==> config.mk <==
export PLATFORM = sky130hd
export DESIGN_NAME = coef_rom_arbiter
export DESIGN_NICKNAME = d
export VERILOG_FILES = /design/src/rtl/coef_rom_arbiter_pkg.sv /design/src/rtl/coef_tag_pipe.sv /design/src/rtl/coef_rom_arbiter.sv
export SDC_FILE = /design/constraint.sdc
export NUM_CORES = 1
export LEC_CHECK = 0
export ABC_AREA = 1
export BUFFER_PORTS_ARGS = -buffer_cell sky130_fd_sc_hd__buf_4
export CAP_MARGIN = 30
export CORE_ASPECT_RATIO = 0.9
export CORE_MARGIN = 2
export CORE_UTILIZATION = 42
export DETAILED_ROUTE_END_ITERATION = 10
export PLACE_DENSITY = 0.76
export SLEW_MARGIN = 20
export SYNTH_ARGS = -nofsm -noshare
export SYNTH_HDL_FRONTEND = slang
export SYNTH_HIERARCHICAL = 1
export SYNTH_SLANG_ARGS = --single-unit
==> constraint.sdc <==
create_clock -name Fg_CLK -period 1.15 [get_ports Fg_CLK]
set_input_delay 0.23 -clock Fg_CLK [delete_from_list [all_inputs] [get_ports Fg_CLK]]
set_output_delay 0.23 -clock Fg_CLK [all_outputs]
set_load 0.02 [all_outputs]
==> src/rtl/coef_rom_arbiter_pkg.sv <==
// Shared DDS coefficient-ROM definitions: default widths, ROM output latency
// and the requester-id encoding used by the arbiter and its tag pipeline.
package coef_rom_arbiter_pkg;

  localparam int ADDR_W_DEF  = 11;
  // Matches the coefficient pROM output-register setting.
  localparam int ROM_LAT_DEF = 2;
  localparam int DATA_W_DEF  = 32;

  typedef enum logic {
    REQ_ID_0 = 1'b0,
    REQ_ID_1 = 1'b1
  } req_id_e;

  function automatic req_id_e other_id(input req_id_e id);
    return (id == REQ_ID_0) ? REQ_ID_1 : REQ_ID_0;
  endfunction

endpackage

==> src/rtl/coef_tag_pipe.sv <==
// Valid/requester-id shift register tracking reads in flight through the
// coefficient ROM; a synchronous clear drops every outstanding read.
module coef_tag_pipe
  import coef_rom_arbiter_pkg::*;
#(
  parameter int DEPTH = 3
) (
  input  logic             clk,
  input  logic             rst_n,
  input  logic             clr_i,
  input  logic             push_i,
  input  req_id_e          id_i,
  output logic [DEPTH-1:0] vld_o,
  output req_id_e          id_o
);

  logic [DEPTH-1:0] vld_q;
  logic [DEPTH-1:0] id_q;

  // NOTE: every register here is reset because a stale valid bit after reset
  // would emit a phantom result; the id bits are reset only for determinism.
  always_ff @(posedge clk or negedge rst_n) begin
    if (!rst_n) begin
      vld_q <= '0;
      id_q  <= '0;
    end else begin
      // NOTE: non-blocking assignments make every stage shift from the
      // pre-edge value of its neighbour, independent of statement order.
      vld_q <= clr_i ? '0 : {vld_q[DEPTH-2:0], push_i};
      id_q  <= {id_q[DEPTH-2:0], id_i};
    end
  end

  assign vld_o = vld_q;
  assign id_o  = req_id_e'(id_q[DEPTH-1]);

endmodule

==> src/rtl/coef_rom_arbiter.sv <==
// Two-requester round-robin arbiter in front of a pipelined coefficient ROM;
// returns sin/cos words to the granted requester in grant order.
module coef_rom_arbiter
  import coef_rom_arbiter_pkg::*;
#(
  parameter int ADDR_W  = ADDR_W_DEF,
  parameter int DATA_W  = DATA_W_DEF,
  parameter int ROM_LAT = ROM_LAT_DEF
) (
  input  logic              Fg_CLK,
  input  logic              RESETn,
  input  logic              clr,
  input  logic              req0,
  input  logic              req1,
  input  logic [ADDR_W-1:0] addr0,
  input  logic [ADDR_W-1:0] addr1,
  output logic              gnt0,
  output logic              gnt1,
  output logic [ADDR_W-1:0] rom_addr,
  input  logic [DATA_W-1:0] rom_sin,
  input  logic [DATA_W-1:0] rom_cos,
  output logic              vld0,
  output logic              vld1,
  output logic [DATA_W-1:0] sin_out,
  output logic [DATA_W-1:0] cos_out,
  output logic              busy
);

  localparam int DEPTH = ROM_LAT + 1;

  req_id_e           ptr_q, ptr_d;
  req_id_e           gnt_id;
  logic              gnt_any;
  logic [ADDR_W-1:0] rom_addr_q;
  logic [DATA_W-1:0] sin_q, cos_q;
  logic [DEPTH-1:0]  tag_vld;
  req_id_e           tag_id;

  // Grants are suppressed during reset and flush so nothing enters the pipe.
  always_comb begin
    // NOTE: defaults first so every path assigns both grants (no latch).
    gnt0 = 1'b0;
    gnt1 = 1'b0;
    if (RESETn && !clr) begin
      if (req0 && req1) begin
        gnt0 = (ptr_q == REQ_ID_0);
        gnt1 = (ptr_q == REQ_ID_1);
      end else begin
        gnt0 = req0;
        gnt1 = req1;
      end
    end
  end

  assign gnt_any = gnt0 | gnt1;
  assign gnt_id  = gnt1 ? REQ_ID_1 : REQ_ID_0;

  always_comb begin
    ptr_d = ptr_q;
    if (gnt_any) ptr_d = other_id(gnt_id);
  end

  // The capture stage is one ahead of the strobe stage, so data and vld align.
  always_ff @(posedge Fg_CLK or negedge RESETn) begin
    if (!RESETn) begin
      ptr_q      <= REQ_ID_0;
      rom_addr_q <= '0;
      sin_q      <= '0;
      cos_q      <= '0;
    end else begin
      ptr_q <= ptr_d;
      if (gnt_any) rom_addr_q <= gnt1 ? addr1 : addr0;
      if (tag_vld[DEPTH-2] && !clr) begin
        sin_q <= rom_sin;
        cos_q <= rom_cos;
      end
    end
  end

  coef_tag_pipe #(
    .DEPTH (DEPTH)
  ) u_tag_pipe (
    .clk    (Fg_CLK),
    .rst_n  (RESETn),
    .clr_i  (clr),
    .push_i (gnt_any),
    .id_i   (gnt_id),
    .vld_o  (tag_vld),
    .id_o   (tag_id)
  );

  assign rom_addr = rom_addr_q;
  assign sin_out  = sin_q;
  assign cos_out  = cos_q;
  assign vld0     = tag_vld[DEPTH-1] && (tag_id == REQ_ID_0);
  assign vld1     = tag_vld[DEPTH-1] && (tag_id == REQ_ID_1);
  assign busy     = |tag_vld;

endmodule
==> results.sh, run 1 <==
export IMPL_status="finished, violations left"
export IMPL_violations="negative setup slack"
export IMPL_multi_input_area_sq_mm=0.00130
export IMPL_die_h_um=91.8
export IMPL_synth_avg_cell_area_sq_um=13.8
export IMPL_hp_class="in -> reg"
export IMPL_cts_buffers=9
export IMPL_start_kind="flip-flop"
export IMPL_root_buffer="clkbuf_8"
export IMPL_area_growth_pct=61.9
export IMPL_place_area_sq_mm=0.00502
export IMPL_min_from="rom_sin[27]"
export IMPL_fin_ws_ns=-0.217
export IMPL_num_vias=2758
export IMPL_final_common_cell="buf_4"
export IMPL_slew_violations=0
export IMPL_drt_total_wl_um=8820
export IMPL_dr_pass1_iters=4
export IMPL_internal_power_uw=7090
export IMPL_netlist_area_sq_mm=0.00359
export IMPL_reg2reg_from="u_tag_pipe/vld_o[1]"
export IMPL_fmax_mhz=732
export IMPL_pwr_share_clk_pct=23.5
export IMPL_ys_types=17
export IMPL_mostFrequentLayoutCells="buf_4, dfrtp_1, mux2_4"
export IMPL_switching_share_pct=28.8
export IMPL_yosysWarnings=6
export IMPL_grt_pass1_wl_um=13500
export IMPL_cts_tree="yes"
export IMPL_cp_required_ns=0.92
export IMPL_nFillCells=550
export IMPL_antenna_left=0
export IMPL_drive_above_1_share_pct=63.3
export IMPL_dpl_hpwl_um=5980
export IMPL_syn_num_nets=351
export IMPL_finalHoldViolCount=0
export IMPL_maxCapViolations=0
export IMPL_drtIter0Drc=69
export IMPL_p_leak_uw=0.00327
export IMPL_clkSlewWorstSetupHoldPaths_ns=0.08
export IMPL_rows=31
export IMPL_start_util_pct=43.9
export IMPL_finalCritPeriodShare_pct=119
export IMPL_vias_per_cell=4.60
export IMPL_ys_seq_area_share_pct=57.1
export IMPL_cts_buffer_depth=2
export IMPL_port_buffers=170
export IMPL_seq_area_sq_mm=0.00205
export IMPL_antenna_found_initial=0
export IMPL_rsz0062_at_grt="true"
export IMPL_grt_total_usage_pct=18.7
export IMPL_synth_seq_cells=82
export IMPL_synth_cells=260
export IMPL_core_area_sq_mm=0.00818
export IMPL_diodes=0
export IMPL_post_place_ws_ns=-0.0662
export IMPL_grt_ovfl_total=0
export IMPL_io_pins=171
export IMPL_irDropWorstVdd_mv=0.844
export IMPL_endpoint_kind="primary output"
export IMPL_path_max_fanout=2
export IMPL_fin_crit_ns=1.37
export IMPL_crit_arrival_ns=1.14
export IMPL_power_density_mw_per_mm2=1710
export IMPL_worstMarginPinSlew_ns=0.419
export IMPL_switchingPower_uw=2870
export IMPL_cts_sinks=82
export IMPL_fin_nets=573
export IMPL_startpoint="ptr_q"
export IMPL_htree_num_levels=3
export IMPL_die_area_sq_mm=0.00931
export IMPL_grt_pass1_vias=2793
export IMPL_insertion_delay_ns=0.34
export IMPL_die_w_um=102
export IMPL_stdcell_area_sq_mm=0.00582
export IMPL_pwr_share_seq_pct=39.5
export IMPL_finClkSkew_ns=0.0143
export IMPL_drc=0
export IMPL_crit_type="reg -> out"
export IMPL_grt_start_max_net_pins=83
export IMPL_slew_headroom_pct=72.1
export IMPL_wire_per_inst_um=14.7
export IMPL_gp_congestion=0.867
export IMPL_setup_viol=69
export IMPL_combPwrFrac_pct=37.0
==> final timing paths <==
| path | to | slack, ns | cells after the start |
|---|---|---|---|
| max in group asynchronous | cos_out[22] | 0.29 | 3 |
| min reg2reg | u_tag_pipe/id_q[2] | 0.35 | 0 |
| min in group asynchronous | ptr_q | 0.51 | 3 |
| min | sin_out[27] | 0.12 | 2 |
| max reg2reg | sin_out[28] | -0.22 | 5 |
| max | gnt1 | -0.22 | 5 |
==> logic make-up after synthesis <==
family                 Yosys count  synth area share, %
flip-flops                      82                 57.1
buffers and inverters           44                 7.56
AO/OA/AOI/OAI                    3                0.418
AND/OR/NAND/NOR                 67                 8.60
multiplexers                    64                 26.3
==> Yosys cell counts <==
master	instances	area, sq um
inv_1	31	116
nand3_1	12	60.1
nor2_4	1	11.3
nor2_1	5	18.8
nand4_1	11	68.8
a21oi_1	2	10.0
mux2_4	60	901
nand2_4	1	11.3
inv_2	1	3.75
buf_2	4	20.0
clkbuf_1	1	3.75
nand2_1	37	139
mux2_2	4	45.0
o21ai_1	1	5.00
dfrtp_1	82	2050
buf_12	6	120
buf_4	1	7.51
==> layout make-up <==
cell class              count  area share [%]
well taps                 115            2.47
repair buffers            223            34.1
inverters                  32            2.06
clock buffers              11            2.26
flip-flops and latches     82            35.3
multi-input cells         134            22.3
clock inverters             3            1.55
==> power groups by stage <==
stage / clock (uW) / sequential, uW / combinational [uW]
after floorplan: 0 / 4620 / 929
after global placement: 0 / 3900 / 3090
after detailed placement: 0 / 3910 / 3140
after CTS: 2410 / 3890 / 3190
after global routing: 2550 / 4000 / 3900
final: 2340 / 3930 / 3690
==> per-stage QoR <==
step | TNS [ns] | hold WS [ns] | instances | util [%] | total power [uW]
6_report | -10.76 | 0.117 | 600 | 71.1 | 9960
5_1_grt | -13.47 | 0.0984 | 600 | 71.1 | 10400
4_1_cts | -10.32 | 0.103 | 571 | 66.6 | 9490
3_5_place_dp | -1.51 | 0.316 | 547 | 61.4 | 7050
3_3_place_gp | -0.993 | 0.308 | 547 | 61.4 | 6990
2_1_floorplan | -1.43 | -0.0656 | 260 | - | 5550
==> registers in the layout (all words and copies together), names as in the netlist <==
signal and cells:
u_tag_pipe/id_q 3, ptr_q 1, rom_addr 11, cos_out 32, u_tag_pipe/vld_o 3, sin_out 32
==> metal layers <==
layer  share of wire (%)  up-vias  track usage, %  wire length, um
met5                   0        -               0                0
met4                 2.2        0            7.09              193
met3                 7.2       19            4.57              636
met2                  49      144            30.2             4350
met1                  41     1305            24.1             3650
li1                    -     1290               -                -
==> timing repair <==
action,CTS,global route
cloned,3,0
hold buffers,1,0
pin swaps,3,1
endpoints found under the hold margin,82,0
buffers inserted,6,29
setup endpoints to repair,70,130
gates resized for setup,18,40
==> worst max-delay path, stage by stage, from the launching register on <==
cell     delay [ns]
dfrtp_1        0.40
inv_2          0.07
nand2_2        0.05
nand3_2        0.10
inv_2          0.05
buf_6          0.12
(Power assumes the default switching activity.)
==> run 2: changes to the inputs <==
--- a/config.mk
+++ b/config.mk
@@ -12,6 +12,7 @@
 export CORE_MARGIN = 2
 export CORE_UTILIZATION = 42
 export DETAILED_ROUTE_END_ITERATION = 10
+export MAX_ROUTING_LAYER = met4
 export PLACE_DENSITY = 0.76
 export SLEW_MARGIN = 20
 export SYNTH_ARGS = -nofsm -noshare
==> run 2 against run 1 <==
Effect of this change:
- the flow still finishes with violations (negative setup slack)
- maximum frequency decreased by 0.13%
- core utilization rose by 0.14 points
- worst hold slack about the same
- cell area grew 0.19%
- sequential share of layout area is 0.068 points lower
- clock-buffer cell count stayed put
- combinational power about the same
- flip-flop and latch count did not move
- non-clock buffer count rose by 1
- via count shrank 0.33%
- global-route usage grew 0.51 points
- register-to-register slack about the same
- highest routed layer unchanged
==> results.sh, run 2 (synthesis results as in run 1) <==
export IMPL_holdPathStages=2
export IMPL_cts_buffer_depth=2
export IMPL_insertion_delay_ns=0.34
export IMPL_endpoint_kind="flip-flop"
export IMPL_drtIter0Drc=79
export IMPL_die_area_sq_mm=0.00931
export IMPL_power_density_mw_per_mm2=1710
export IMPL_port_buffers=170
export IMPL_stdcell_area_sq_mm=0.00583
export IMPL_r2r_slack_ns=-0.22
export IMPL_irDropWorstVdd_mv=0.843
export IMPL_slew_violations=0
export IMPL_grt_pass1_vias=2788
export IMPL_area_growth_pct=62.3
export IMPL_slowest_stage="dfrtp_1"
export IMPL_instances_no_fill=601
export IMPL_startpoint="u_tag_pipe/vld_o[1]"
export IMPL_cts_buffers=9
export IMPL_fmax_mhz=731
export IMPL_reg2reg_from="u_tag_pipe/vld_o[1]"
export IMPL_dr_pass1_iters=4
export IMPL_cts_sinks=82
export IMPL_num_vias=2749
export IMPL_violations="negative setup slack"
export IMPL_p_leak_uw=0.00327
export IMPL_setup_viol=69
export IMPL_post_place_ws_ns=-0.0662
export IMPL_min_from="rom_sin[27]"
export IMPL_r2r_end="sin_out[28]"
export IMPL_reg2regPathDepth=5
export IMPL_fin_ws_ns=-0.219
export IMPL_status="finished, violations left"
export IMPL_crit_arrival_ns=1.58
export IMPL_hp_class="in -> reg"
export IMPL_fin_nets=574
export IMPL_root_buffer="clkbuf_8"
export IMPL_antenna_left=0
export IMPL_critical_path_cell_chain="buf_4, nand2_8, buf_12, buf_12, mux2_2"
export IMPL_cp_required_ns=1.36
export IMPL_place_area_sq_mm=0.00502
export IMPL_mostFrequentLayoutCells="buf_4, dfrtp_1, mux2_4"
export IMPL_start_util_pct=43.9
export IMPL_finalCritPeriodShare_pct=119
export IMPL_drive_above_1_share_pct=63.6
export IMPL_io_pins=171
export IMPL_dpl_hpwl_um=5980
export IMPL_grt_pass1_wl_um=13500
export IMPL_path_max_fanout=6
export IMPL_grt_total_usage_pct=19.2
export IMPL_clkSlewWorstSetupHoldPaths_ns=0.08
export IMPL_wire_per_inst_um=14.7
export IMPL_worstMarginPinSlew_ns=0.413
export IMPL_grt_ovfl_total=0
export IMPL_maxCapViolations=0
export IMPL_nFillCells=547
export IMPL_fin_crit_ns=1.37
export IMPL_diodes=0
export IMPL_cts_tree="yes"
export IMPL_rsz0062_at_grt="true"
export IMPL_hold_ws_ns=0.118
export IMPL_die_w_um=102
export IMPL_place_inst=547
export IMPL_finalHoldViolCount=0
export IMPL_final_common_cell="buf_4"
export IMPL_slew_headroom_pct=72.5
export IMPL_vias_per_cell=4.57
export IMPL_drt_total_wl_um=8860
export IMPL_crit_type="reg -> reg"
export IMPL_cpPeakStageDelay_ns=0.40
export IMPL_finClkSkew_ns=0.0151
export IMPL_htree_num_levels=3
export IMPL_cpMostUsedCell="buf_12"
export IMPL_start_kind="flip-flop"
export IMPL_gp_congestion=0.881
export IMPL_drc=0
export IMPL_antenna_found_initial=0
export IMPL_rows=31
export IMPL_crit_buf_inv=3
export IMPL_min_to="sin_out[27]"
export IMPL_core_area_sq_mm=0.00818
export IMPL_die_h_um=91.8
export IMPL_crit_family="buffers and inverters"
export IMPL_grt_start_max_net_pins=83
==> run 2: cell type report <==
type                            instances  area (sq um)  share of cell area, %
Sequential cell                        82          2050                   35.2
Inverter                               32           120                   2.06
Tap cell                              115           144                   2.47
Clock inverter                          3          90.1                   1.55
Multi-Input combinational cell        134          1300                   22.3
Clock buffer                           11           131                   2.25
Timing Repair Buffer                  224          1990                   34.2
==> run 2: worst max path at each step <==
stage / end / slack, ns / depth (start not counted)
global placement: sin_out[28] / -0.05 / 5
floorplan: cos_out[0] / -0.02 / 3
CTS: busy / -0.24 / 4
global route: gnt1 / -0.29 / 5
finish: sin_out[28] / -0.22 / 5
detailed placement: sin_out[28] / -0.07 / 3
==> run 2: per-stage QoR <==
step           TNS, ns  util, %  total power, uW
4_1_cts         -10.32     66.6             9490
6_report        -10.84     71.2             9990
3_5_place_dp     -1.51     61.4             7050
2_1_floorplan    -1.43        -             5550
5_1_grt         -13.46     71.2            10500
3_3_place_gp    -0.993     61.4             6990
==> run 2: timing repair <==
action                     4_1_cts  5_1_grt
pin swaps                        3        2
hold buffers                     1        0
hold endpoints to repair        82        0
resized for setup               18       42
gates cloned                     3        0
buffers inserted                 6       30
setup endpoints to repair       70      131
==> run 2: routing by layer <==
layer | vias to the layer above | wire length, um | global-route usage (%)
met2 | 144 | 4360 | 30.2
met1 | 1295 | 3700 | 24.3
met4 | 0 | 186 | 7.09
li1 | 1292 | - | -
met3 | 18 | 610 | 4.27
met5 | - | 0 | -
==> run 2: worst register-to-register path: stages, from the launching register on <==
cell	delay, ns
dfrtp_1	0.40
buf_4	0.16
nand2_8	0.10
buf_12	0.13
buf_12	0.12
mux2_2	0.33
==> run 2: where the power goes <==
part,leakage [uW],switching [uW],internal [uW]
Clock,0.000109,921,1420
Sequential,0.00102,434,3500
Combinational,0.00215,1530,2180
Total,0.00327,2880,7100
